**config.mk**
```make
export PLATFORM = sky130hd
export DESIGN_NAME = enemy_life_ctrl
export DESIGN_NICKNAME = d
export VERILOG_FILES = /design/src/rtl/enemy_life_ctrl.sv
export SDC_FILE = /design/constraint.sdc
export NUM_CORES = 1
export LEC_CHECK = 0
export CORE_MARGIN = 10
export CORE_UTILIZATION = 50
export CTS_CLUSTER_DIAMETER = 80
export CTS_CLUSTER_SIZE = 30
export DETAILED_ROUTE_END_ITERATION = 12
export PLACE_DENSITY_LB_ADDON = 0.15
export SETUP_SLACK_MARGIN = 0.1
export SYNTH_ARGS = -nofsm -noshare
export SYNTH_HDL_FRONTEND = slang
export SYNTH_SLANG_ARGS = --single-unit
```
**constraint.sdc**
```tcl
create_clock -name game_frame_clk_rising_edge -period 3.05 [get_ports game_frame_clk_rising_edge]
set_input_delay 0.305 -clock game_frame_clk_rising_edge [delete_from_list [all_inputs] [get_ports game_frame_clk_rising_edge]]
set_output_delay 0.305 -clock game_frame_clk_rising_edge [all_outputs]
set_load 0.01 [all_outputs]
```
**src/rtl/enemy_life_ctrl.sv**
```systemverilog
// Per-enemy life/combat controller: HP, post-hit invulnerability, respawn
// timing and rate-limited player-damage pulses, one update per game frame.
module enemy_life_ctrl #(
    parameter int unsigned MAX_HP         = 8,
    parameter int unsigned INVULN_FRAMES  = 6,
    parameter int unsigned RESPAWN_FRAMES = 120,
    parameter int unsigned ATTACK_PERIOD  = 30
) (
    input  logic       game_frame_clk_rising_edge,
    input  logic       Reset,
    input  logic       Bullet_Hit,
    input  logic [3:0] Hit_Damage,
    input  logic       Enemy_Attack_Ready,
    output logic       is_alive,
    output logic       Enemy_Is_Attacked,
    output logic [3:0] Enemy_HP,
    output logic       Kill_Pulse,
    output logic       Respawn_Pulse,
    output logic       Player_Damage_Pulse
);

    localparam logic [1:0] ST_ALIVE  = 2'd0;
    localparam logic [1:0] ST_INVULN = 2'd1;
    localparam logic [1:0] ST_DEAD   = 2'd2;

    localparam logic [3:0] HP_INIT   = 4'(MAX_HP);
    localparam logic [7:0] INV_LOAD  = 8'(INVULN_FRAMES - 1);
    localparam logic [7:0] DEAD_LOAD = 8'(RESPAWN_FRAMES - 1);
    localparam logic [7:0] ATK_LOAD  = 8'(ATTACK_PERIOD - 1);

    logic [1:0] state_q, state_d;
    logic [3:0] hp_q, hp_d;
    logic [7:0] inv_q, inv_d;
    logic [7:0] dead_q, dead_d;
    logic [7:0] atk_q, atk_d;
    logic       alive_q;
    logic       att_q, att_d;
    logic       kill_q, kill_d;
    logic       resp_q, resp_d;
    logic       dmg_q, dmg_d;

    logic       hit_ok;
    logic       lethal;
    logic [4:0] diff;
    logic [3:0] hp_sub;
    logic [7:0] atk_tick;

    // 5-bit subtract so an overkill borrow saturates HP at zero
    assign diff     = {1'b0, hp_q} - {1'b0, Hit_Damage};
    assign hp_sub   = diff[4] ? 4'd0 : diff[3:0];
    assign hit_ok   = Bullet_Hit && (Hit_Damage != 4'd0)
                      && (state_q == ST_ALIVE);
    assign lethal   = hit_ok && (hp_sub == 4'd0);
    assign atk_tick = (atk_q != 8'd0) ? atk_q - 8'd1 : 8'd0;

    always_comb begin
        state_d = state_q;
        hp_d    = hp_q;
        inv_d   = inv_q;
        dead_d  = dead_q;
        atk_d   = atk_q;
        att_d   = 1'b0;
        kill_d  = 1'b0;
        resp_d  = 1'b0;
        dmg_d   = 1'b0;
        case (state_q)
            ST_ALIVE: begin
                atk_d = atk_tick;
                if (hit_ok) begin
                    if (lethal) begin
                        hp_d    = 4'd0;
                        kill_d  = 1'b1;
                        dead_d  = DEAD_LOAD;
                        state_d = ST_DEAD;
                    end else begin
                        hp_d    = hp_sub;
                        att_d   = 1'b1;
                        inv_d   = INV_LOAD;
                        state_d = ST_INVULN;
                    end
                end
                // a killing blow suppresses the same-frame attack
                if (Enemy_Attack_Ready && (atk_q == 8'd0) && !lethal) begin
                    dmg_d = 1'b1;
                    atk_d = ATK_LOAD;
                end
            end
            ST_INVULN: begin
                atk_d = atk_tick;
                if (inv_q == 8'd0) begin
                    state_d = ST_ALIVE;
                end else begin
                    inv_d = inv_q - 8'd1;
                end
            end
            ST_DEAD: begin
                atk_d = 8'd0;
                if (dead_q == 8'd0) begin
                    state_d = ST_ALIVE;
                    hp_d    = HP_INIT;
                    resp_d  = 1'b1;
                end else begin
                    dead_d = dead_q - 8'd1;
                end
            end
            default: begin
                state_d = ST_ALIVE;
            end
        endcase
    end

    always_ff @(posedge game_frame_clk_rising_edge) begin
        if (Reset) begin
            state_q <= ST_ALIVE;
            hp_q    <= HP_INIT;
            inv_q   <= 8'd0;
            dead_q  <= 8'd0;
            atk_q   <= 8'd0;
            alive_q <= 1'b1;
            att_q   <= 1'b0;
            kill_q  <= 1'b0;
            resp_q  <= 1'b0;
            dmg_q   <= 1'b0;
        end else begin
            state_q <= state_d;
            hp_q    <= hp_d;
            inv_q   <= inv_d;
            dead_q  <= dead_d;
            atk_q   <= atk_d;
            alive_q <= (state_d != ST_DEAD);
            att_q   <= att_d;
            kill_q  <= kill_d;
            resp_q  <= resp_d;
            dmg_q   <= dmg_d;
        end
    end

    assign is_alive            = alive_q;
    assign Enemy_Is_Attacked   = att_q;
    assign Enemy_HP            = hp_q;
    assign Kill_Pulse          = kill_q;
    assign Respawn_Pulse       = resp_q;
    assign Player_Damage_Pulse = dmg_q;

endmodule
```
==> results of run 1 <==
[power groups by stage]
stage                     Sequential [mW]  Combinational (mW)  Clock [mW]
after floorplan                     0.739                1.14           0
after CTS                           0.746                1.48       0.440
after detailed placement            0.757                1.46           0
after global routing                0.766                1.68       0.461
final                               0.747                1.49       0.428
after global placement              0.749                1.46           0
[per-stage QoR]
stage | std cells | hold slack, ns | area (um^2) | worst slack [ns] | utilization [%]
6_report | 345 | 0.488 | 2530 | 0.412 | 58.6
5_1_grt | 345 | 0.514 | 2530 | 0.233 | 58.6
4_1_cts | 345 | 0.486 | 2530 | 0.425 | 58.6
3_5_place_dp | 337 | 0.476 | 2420 | 0.115 | 56.0
3_3_place_gp | 337 | 0.474 | 2420 | 0.188 | 56.0
2_1_floorplan | 275 | 0.446 | 2210 | 0.648 | -
[logic make-up (layout without fill, tap and decap cells)]
| logic type | after synthesis | in the layout | synth area share (%) |
|---|---|---|---|
| buffers and inverters | 30 | 48 | 5.43 |
| AND/OR/NAND/NOR | 111 | 111 | 26.3 |
| XOR/XNOR | 5 | 5 | 1.98 |
| adder cells (fa/ha/maj) | 14 | 14 | 8.25 |
| multiplexers | 4 | 4 | 1.81 |
| AO/OA/AOI/OAI | 76 | 76 | 24.5 |
| flip-flops | 35 | 35 | 31.7 |
[critical path, delay by kind of cell]
| family | cells | cell delay, ns |
|---|---|---|
| fa+ha+maj | 2 | 0.57 |
| simple gates | 1 | 0.30 |
| compound gates | 4 | 0.73 |
| xor+xnor | 1 | 0.17 |
| buf+inv | 3 | 0.73 |
[synth_stat cells (3+ instances only)]
cell,number,area (um^2)
inv_1,20,75.1
ha_1,13,163
nand2b_1,7,43.8
nand2_1,26,97.6
a211oi_1,3,22.5
xnor2_1,3,26.3
and3_1,5,31.3
dfxtp_1,35,701
nand3_1,3,15.0
a21oi_1,12,60.1
nor3_1,9,45.0
a31oi_1,7,43.8
or2_2,3,18.8
mux2i_1,4,40.0
nor2b_1,3,18.8
nor2_1,36,135
o211ai_1,7,52.6
nand4_1,5,31.3
o21ai_0,10,50.1
nor4_1,4,25.0
a221oi_1,3,26.3
o311ai_0,3,26.3
clkbuf_1,7,26.3
o31ai_1,5,37.5
[registers in the layout, indices dropped and copies added, names as in the netlist]
register             flops
state_q                  2
Enemy_HP                 4
inv_q                    8
dead_q                   8
atk_q                    8
Enemy_Is_Attacked        1
is_alive                 1
Player_Damage_Pulse      1
Kill_Pulse               1
Respawn_Pulse            1
[layout make-up]
type                       instances  share of cell area, %
tap                               52                   2.57
timing repair buffer              19                   7.21
inverter                          21                   3.11
multi-input combinational        210                   55.0
clock buffer                       5                   2.72
clock inverter                     3                   1.73
sequential                        35                   27.7
[final timing paths]
kind / depth (start not counted) / to / slack, ns
setup / recovery: 11 / inv_q[3]$_SDFFE_PP0P_ / 0.41
hold / removal: 2 / inv_q[6]$_SDFFE_PP0P_ / 0.49
setup reg to reg: 11 / inv_q[2]$_SDFFE_PP0P_ / 0.53
hold reg to reg: 2 / inv_q[6]$_SDFFE_PP0P_ / 0.49
[per-layer routing]
| metal | track usage (%) | vias to the layer above |
|---|---|---|
| met2 | 20.9 | 66 |
| li1 | - | 1048 |
| met4 | 4.86 | 0 |
| met5 | 0 | - |
| met3 | 3.56 | 5 |
| met1 | 17.8 | 935 |
==> flow_summary.yaml, run 1 <==
pwr:
  p_int_mw: 1.48
  finalPower_mw: 2.67
  p_sw_share_pct: 44.5
  ir_drop_mv: 0.403
  power_density_mw_per_mm2: 1050
  seqPwrFrac_pct: 28.0
  comb_power_share_pct: 56.0
  p_sw_mw: 1.19
  clkPwrFrac_pct: 16.0
  power_leakage_nw: 1.02
synth:
  synth_seq_cells: 35
  ys_seq_area_share_pct: 31.7
  synth_nets: 297
  netlist-cell-type-count: 58
  synthArstFlopShare_pct: 0
  synth_cells: 275
  synth_flop_cell: "dfxtp_1"
  yosys_warnings: 0
  synth_edf_count: 0
  synth_area_mm2: 0.00221
  synth.avg_cell_area_um2: 8.05
floorplan:
  start_util_pct: 51.2
  die_h_um: 86.5
  die_w_um: 86.5
  core_area_mm2: 0.00432
  ios: 17
  die_area_mm2: 0.00749
  placementRows: 24
global_route:
  grt_first_pass_wirelength_um: 8470
  grt_pass1_vias: 1755
  grt_overflow: 0
  grt_max_degree: 28
  grt_use_total_pct: 13.6
  antenna_found_initial: 0
layout:
  fillerInstances: 394
  final_common_cell: "nor2_1"
  multiInputGateArea_mm2: 0.00139
  final_cell_mix: "36 x nor2_1, 35 x dfxtp_1, 26 x nand2_1, 20 x inv_1, 16 x clkdlybuf4s50_1"
  drive_above_1_share_pct: 7.51
  syn_to_final_growth_pct: 14.4
  diodes: 0
  num-nets-final: 314
  regArea_um2: 701
sta:
  fmax_ghz: 0.379
  tns_ns: 0
  hold_violations: 0
  setup_viol: 0
  slew_headroom_pct: 64.8
  clock_skew_ns: 0.00839
  worst_pin_slew_ns: 0.529
  timing.final.crit_share_pct: 86.5
  rsz0062_at_grt: "no"
  period_minus_slack_ns: 2.64
  drv_slew: 0
flow_run:
  cap_violations: 0
drt:
  vias: 2054
  drc: 0
  met2WireLength_um: 2210
  routed.top_layer: "met4"
  wire_per_inst_um: 14.6
  antenna_left: 0
  wl_met3_um: 328
  viasPerCell: 5.95
  wl_met1_um: 2430
  drt-total-wl_um: 5050
  first_pass_iters: 4
  drtIter0Drc: 133
worst_setup_path:
  crit_chain: "clkdlybuf4s50_1 -> ha_1 -> inv_1 -> fa_1 -> xnor2_1 -> or2_2 -> o2111ai_1 -> o211ai_1 -> buf_4 -> o311ai_0 -> o31ai_1"
  critPathRequiredTime_ns: 3.22
  worstReg2RegStart: "Enemy_HP[0]$_SDFFE_PP0P_"
  slowest_delay_ns: 0.49
  startpoint_type: "primary input"
  crit_fanout: 7
  crit_arrival_ns: 2.81
  end_kind: "register"
  crit_start: "Hit_Damage[0]"
  slowest_stage: "clkdlybuf4s50_1"
  crit_type: "in -> reg"
cts:
  clk_latency_ns: 0.30
  cts_buffers: 5
  hold_buffers: 0
  clock-sinks: 35
  cts_tree: "yes"
  post_cts_buffers: 0
  cts-root-buf: "clkbuf_8"
  clk_pin_slew_ns: 0.07
  postCtsResizedCells: 0
  htree_num_levels: 2
  cts_buffer_depth: 2
placed_design:
  portBuffers: 16
  dp_hpwl_um: 3570
  place_congestion: 0.868
worst_hold_path:
  hold_start: "inv_q[7]$_SDFFE_PP0P_"
  hp-class: "reg -> reg"
run_status:
  status: "completed"
(Power assumes the default switching activity.)
==> run 2, diff against run 1 <==
--- a/config.mk
+++ b/config.mk
@@ -6,12 +6,11 @@
 export NUM_CORES = 1
 export LEC_CHECK = 0
 export CORE_MARGIN = 10
-export CORE_UTILIZATION = 50
+export CORE_UTILIZATION = 58
 export CTS_CLUSTER_DIAMETER = 80
 export CTS_CLUSTER_SIZE = 30
 export DETAILED_ROUTE_END_ITERATION = 12
-export PLACE_DENSITY_LB_ADDON = 0.15
-export SETUP_SLACK_MARGIN = 0.1
+export PLACE_DENSITY = 0.79
 export SYNTH_ARGS = -nofsm -noshare
 export SYNTH_HDL_FRONTEND = slang
 export SYNTH_SLANG_ARGS = --single-unit
==> run 2 against run 1 <==
  * Clock-buffer cell count did not move
  * Clock skew fell by 0.0011 ns
  * Setup slack got worse by 0.044 ns
  * First-iteration DRC count grew 76%
  * Critical path type unchanged
  * Largest power group unchanged
==> flow_summary.yaml, run 2 (synthesis results as in run 1) <==
sta:
  drv_slew: 0
  setup_viol: 0
  worst_pin_slew_ns: 0.580
  hold_violations: 0
  timing.final.crit_share_pct: 87.9
  rsz0062_at_grt: "no"
  clock_skew_ns: 0.00732
  tns_ns: 0
  period_minus_slack_ns: 2.68
  fmax_ghz: 0.373
  slew_headroom_pct: 60.4
placed_design:
  dp_hpwl_um: 3660
  place_congestion: 0.933
  place_area_mm2: 0.00241
  portBuffers: 16
worst_setup_path:
  critPathRequiredTime_ns: 3.26
  ff2ff_path_depth: 11
  r2r_end: "inv_q[7]$_SDFFE_PP0P_"
  crit_fanout: 4
  end_kind: "register"
  slowest_stage: "clkdlybuf4s50_1"
  crit_type: "in -> reg"
  r2r_slack_ns: 0.50
  crit_arrival_ns: 2.90
  critPathTopFamily: "compound AO/OA/AOI/OAI gates"
  worstReg2RegStart: "Enemy_HP[0]$_SDFFE_PP0P_"
  startpoint_type: "primary input"
  crit_buf_inv: 3
  slowest_delay_ns: 0.48
  cp.depth: 11
  crit_chain: "clkdlybuf4s50_1 -> ha_1 -> inv_1 -> fa_1 -> a211oi_1 -> o21ai_0 -> or2_2 -> o211ai_1 -> buf_4 -> o211ai_1 -> o21ai_0"
cts:
  post_cts_buffers: 0
  clock-sinks: 35
  postCtsResizedCells: 0
  clk_pin_slew_ns: 0.08
  hold_buffers: 0
  htree_num_levels: 2
  clk_latency_ns: 0.29
  cts_tree: "yes"
  cts-root-buf: "clkbuf_8"
  cts_buffers: 5
  cts_buffer_depth: 2
pwr:
  seqPwrFrac_pct: 27.9
  power_leakage_nw: 1.02
  power_density_mw_per_mm2: 1060
  finalPower_mw: 2.67
  comb_power_share_pct: 56.1
  p_sw_mw: 1.19
  p_int_mw: 1.48
  p_sw_share_pct: 44.6
  ir_drop_mv: 0.576
  clkPwrFrac_pct: 15.9
layout:
  num-nets-final: 314
  diodes: 0
  regArea_um2: 701
  syn_to_final_growth_pct: 14.2
  postLayoutCellArea_mm2: 0.00253
  final_cell_mix: "36 x nor2_1, 35 x dfxtp_1, 26 x nand2_1, 20 x inv_1, 16 x clkdlybuf4s50_1"
  multiInputGateArea_mm2: 0.00139
  drive_above_1_share_pct: 7.51
  fillerInstances: 302
  final_common_cell: "nor2_1"
  top_regs: "atk_q: 8 flops, dead_q: 8 flops, inv_q: 8 flops"
drt:
  drc: 0
  wire_per_inst_um: 14.7
  first_pass_iters: 4
  vias: 2087
  drtIter0Drc: 234
  antenna_left: 0
  drt-total-wl_um: 5010
  viasPerCell: 6.12
global_route:
  grt_pass1_vias: 1925
  grt_overflow: 0
  grt_max_degree: 28
  grt_first_pass_wirelength_um: 9050
  antenna_found_initial: 0
  grt_use_total_pct: 16.2
floorplan:
  die_area_mm2: 0.00669
  die_w_um: 81.8
  start_util_pct: 60.0
  core_area_mm2: 0.00369
  placementRows: 22
  ios: 17
  die_h_um: 81.8
worst_hold_path:
  hp-class: "reg -> reg"
  hold_end: "inv_q[6]$_SDFFE_PP0P_"
  hold_start: "inv_q[7]$_SDFFE_PP0P_"
  hold_path_depth: 2
flow_run:
  cap_violations: 0
run_status:
  status: "completed"
## run 2: stage by stage
| stage | hold WS [ns] | std cells | util (%) | setup WS, ns |
|---|---|---|---|---|
| 6_report | 0.484 | 341 | 68.5 | 0.368 |
| 3_3_place_gp | 0.485 | 333 | 65.5 | 0.188 |
| 3_5_place_dp | 0.479 | 333 | 65.5 | 0.0709 |
| 4_1_cts | 0.489 | 341 | 68.5 | 0.371 |
| 5_1_grt | 0.535 | 341 | 68.5 | 0.211 |
| 2_1_floorplan | 0.446 | 275 | - | 0.648 |
## run 2: how the worst max path moves through the flow
stage	from	end	slack, ns
finish	Hit_Damage[0]	inv_q[7]$_SDFFE_PP0P_	0.37
global placement	Hit_Damage[0]	inv_q[4]$_SDFFE_PP0P_	0.19
floorplan	Enemy_HP[0]$_SDFFE_PP0P_	inv_q[2]$_SDFFE_PP0P_	0.65
global route	Hit_Damage[0]	inv_q[2]$_SDFFE_PP0P_	0.21
detailed placement	Hit_Damage[0]	inv_q[2]$_SDFFE_PP0P_	0.07
CTS	Hit_Damage[0]	inv_q[7]$_SDFFE_PP0P_	0.37
## run 2: power groups by stage
stage               combinational (mW)  clock, mW  sequential, mW
floorplan                         1.14          0           0.739
global placement                  1.45          0           0.749
detailed placement                1.47          0           0.754
CTS                               1.48      0.432           0.744
global route                      1.69      0.454           0.773
finish                            1.50      0.426           0.746
## run 2: worst min-delay path: stages, from the launching register on
cell	delay (ns)
dfxtp_1	0.33
nand4_1	0.07
nand2_1	0.05
## run 2: area by class of cell
class | instances | area share [%]
clock inverter | 3 | 1.73
clock buffer | 5 | 2.72
multi-input combinational | 210 | 55.1
timing repair buffer | 19 | 7.23
tap | 48 | 2.38
inverter | 21 | 3.12
sequential | 35 | 27.7
## run 2: metal layers
layer	GRT usage, %	wire, um	vias up
li1	-	-	1043
met1	22.9	2400	976
met2	24.9	2300	63
met3	3.49	278	5
met4	3.06	23	0
met5	0	0	-
==> run 3, diff against run 2 <==
--- a/config.mk
+++ b/config.mk
@@ -10,7 +10,9 @@
 export CTS_CLUSTER_DIAMETER = 80
 export CTS_CLUSTER_SIZE = 30
 export DETAILED_ROUTE_END_ITERATION = 12
+export HOLD_SLACK_MARGIN = 0.05
 export PLACE_DENSITY = 0.79
+export RECOVER_POWER = 100
 export SYNTH_ARGS = -nofsm -noshare
 export SYNTH_HDL_FRONTEND = slang
 export SYNTH_SLANG_ARGS = --single-unit
==> run 3 against run 2 <==
  * Combinational power is 5% lower
  * Non-clock buffer count stayed put
  * Clock-buffer cell count stayed put
  * Critical path depth stayed put
  * Power is 3.4% lower
  * Sequential cell count stayed put
  * Wire length is 0.30% higher
  * Sequential power is 2% lower
  * Setup slack worse by 0.061 ns
  * Final cell count stayed put
  * Maximum frequency is 2.2% lower
  * Clock skew is 0.0029 ns higher
  * Largest cell class unchanged
  * Largest power group unchanged
==> flow_summary.yaml, run 3 (synthesis results as in run 1) <==
worst_setup_path:
  critPathTopFamily: "compound AO/OA/AOI/OAI gates"
  ff2ff_path_depth: 8
  critPathRequiredTime_ns: 3.26
  crit_buf_inv: 3
  startpoint_type: "primary input"
  crit_chain: "dlygate4sd3_1 -> ha_1 -> inv_1 -> fa_1 -> a211oi_1 -> o21ai_0 -> or2_2 -> o211ai_1 -> buf_4 -> o211ai_1 -> o21ai_0"
  crit_arrival_ns: 2.96
  worstReg2RegStart: "dead_q[0]$_SDFFE_PP0P_"
  slowest_stage: "dlygate4sd3_1"
  crit_type: "in -> reg"
  r2r_end: "Enemy_HP[3]$_SDFFE_PP1P_"
  r2r_slack_ns: 0.39
  crit_fanout: 4
  slowest_delay_ns: 0.55
  end_kind: "register"
cts:
  cts_tree: "yes"
  cts_buffers: 5
  postCtsResizedCells: 0
  htree_num_levels: 2
  post_cts_buffers: 0
  cts_buffer_depth: 2
  hold_buffers: 0
  clock-sinks: 35
  cts-root-buf: "clkbuf_8"
  clk_latency_ns: 0.29
  clk_pin_slew_ns: 0.08
sta:
  tns_ns: 0
  rsz0062_at_grt: "no"
  clock_skew_ns: 0.0102
  timing.final.crit_share_pct: 89.9
  worst_pin_slew_ns: 0.689
  setup_viol: 0
  fmax_ghz: 0.365
  drv_slew: 0
  fin_ws_ns: 0.307
  period_minus_slack_ns: 2.74
  hold_violations: 0
  slew_headroom_pct: 53.7
global_route:
  grt_first_pass_wirelength_um: 9050
  antenna_found_initial: 0
  grt_max_degree: 28
  grt_overflow: 0
  grt_pass1_vias: 1925
  grt_use_total_pct: 16.2
drt:
  first_pass_iters: 4
  drtIter0Drc: 242
  drt-total-wl_um: 5020
  vias: 2057
  drc: 0
  antenna_left: 0
  viasPerCell: 6.03
  wire_per_inst_um: 14.7
placed_design:
  place_congestion: 0.933
  dp_hpwl_um: 3660
  portBuffers: 16
  pre_cts_slack_ns: 0.0709
  place_inst: 333
floorplan:
  placementRows: 22
  core_area_mm2: 0.00369
  start_util_pct: 60.0
  die_w_um: 81.8
  ios: 17
  die_area_mm2: 0.00669
  die_h_um: 81.8
layout:
  diodes: 0
  final_cell_mix: "36 x nor2_1, 35 x dfxtp_1, 26 x nand2_1, 20 x inv_1, 13 x ha_1"
  drive_above_1_share_pct: 6.14
  top_regs: "atk_q: 8 flops, dead_q: 8 flops, inv_q: 8 flops"
  syn_to_final_growth_pct: 12.2
  fillerInstances: 310
  final_common_cell: "nor2_1"
  num-nets-final: 314
  finalNonFillerCells: 341
worst_hold_path:
  hp-class: "reg -> reg"
  hold_start: "inv_q[7]$_SDFFE_PP0P_"
  hold_end: "inv_q[6]$_SDFFE_PP0P_"
  hold_path_depth: 2
pwr:
  power_leakage_nw: 1.03
  ir_drop_mv: 0.572
  power_density_mw_per_mm2: 1040
flow_run:
  cap_violations: 0
run_status:
  status: "completed"
[run 3: worst max path at each step]
stage	end	from	cells past startpoint	slack (ns)
after detailed placement	inv_q[2]$_SDFFE_PP0P_	Hit_Damage[0]	10	0.07
after global placement	inv_q[4]$_SDFFE_PP0P_	Hit_Damage[0]	10	0.19
after floorplan	inv_q[2]$_SDFFE_PP0P_	Enemy_HP[0]$_SDFFE_PP0P_	10	0.65
after global routing	Enemy_HP[3]$_SDFFE_PP1P_	dead_q[0]$_SDFFE_PP0P_	8	0.11
final	inv_q[7]$_SDFFE_PP0P_	Hit_Damage[0]	11	0.31
after CTS	inv_q[7]$_SDFFE_PP0P_	Hit_Damage[0]	11	0.37
[run 3: worst reg2reg max path, cell delays in order (launching register included)]
cell,delay [ns]
dfxtp_1,0.34
inv_1,0.06
ha_1,0.19
or4b_1,0.55
nor4_1,0.56
nand2_1,0.20
a21oi_2,0.35
and3_1,0.20
o21ai_0,0.08
[run 3: layer usage]
layer  GRT usage [%]  wire, um  vias to the layer above  share of wire [%]
li1                -         -                     1038                  -
met1            22.9      2450                      964                 49
met2            24.9      2290                       50                 46
met3            3.49       244                        5                4.9
met4            3.06        29                        0               0.58
met5               0         0                        -                  0
[run 3: per-stage QoR]
step / power (mW) / instance area, um^2 / utilization (%) / hold slack, ns
finish: 2.58 / 2480 / 67.3 / 0.483
global route: 2.82 / 2480 / 67.3 / 0.535
CTS: 2.66 / 2530 / 68.5 / 0.489
detailed placement: 2.22 / 2410 / 65.5 / 0.479
global placement: 2.19 / 2410 / 65.5 / 0.485
floorplan: 1.88 / 2210 / - / 0.446
[run 3: final cells by class]
class / instances / area (um^2) / share of cell area, %
clock inverter: 3 / 43.8 / 1.76
inverter: 21 / 78.8 / 3.18
sequential: 35 / 701 / 28.2
clock buffer: 5 / 68.8 / 2.77
timing repair buffer: 19 / 183 / 7.36
tap: 48 / 60.1 / 2.42
multi-input combinational: 210 / 1350 / 54.3
[run 3: power breakdown]
group | switching [mW] | total [mW] | internal [mW]
sequential | 0.134 | 0.732 | 0.598
clock | 0.184 | 0.427 | 0.244
combinational | 0.843 | 1.42 | 0.576
total | 1.16 | 2.58 | 1.42
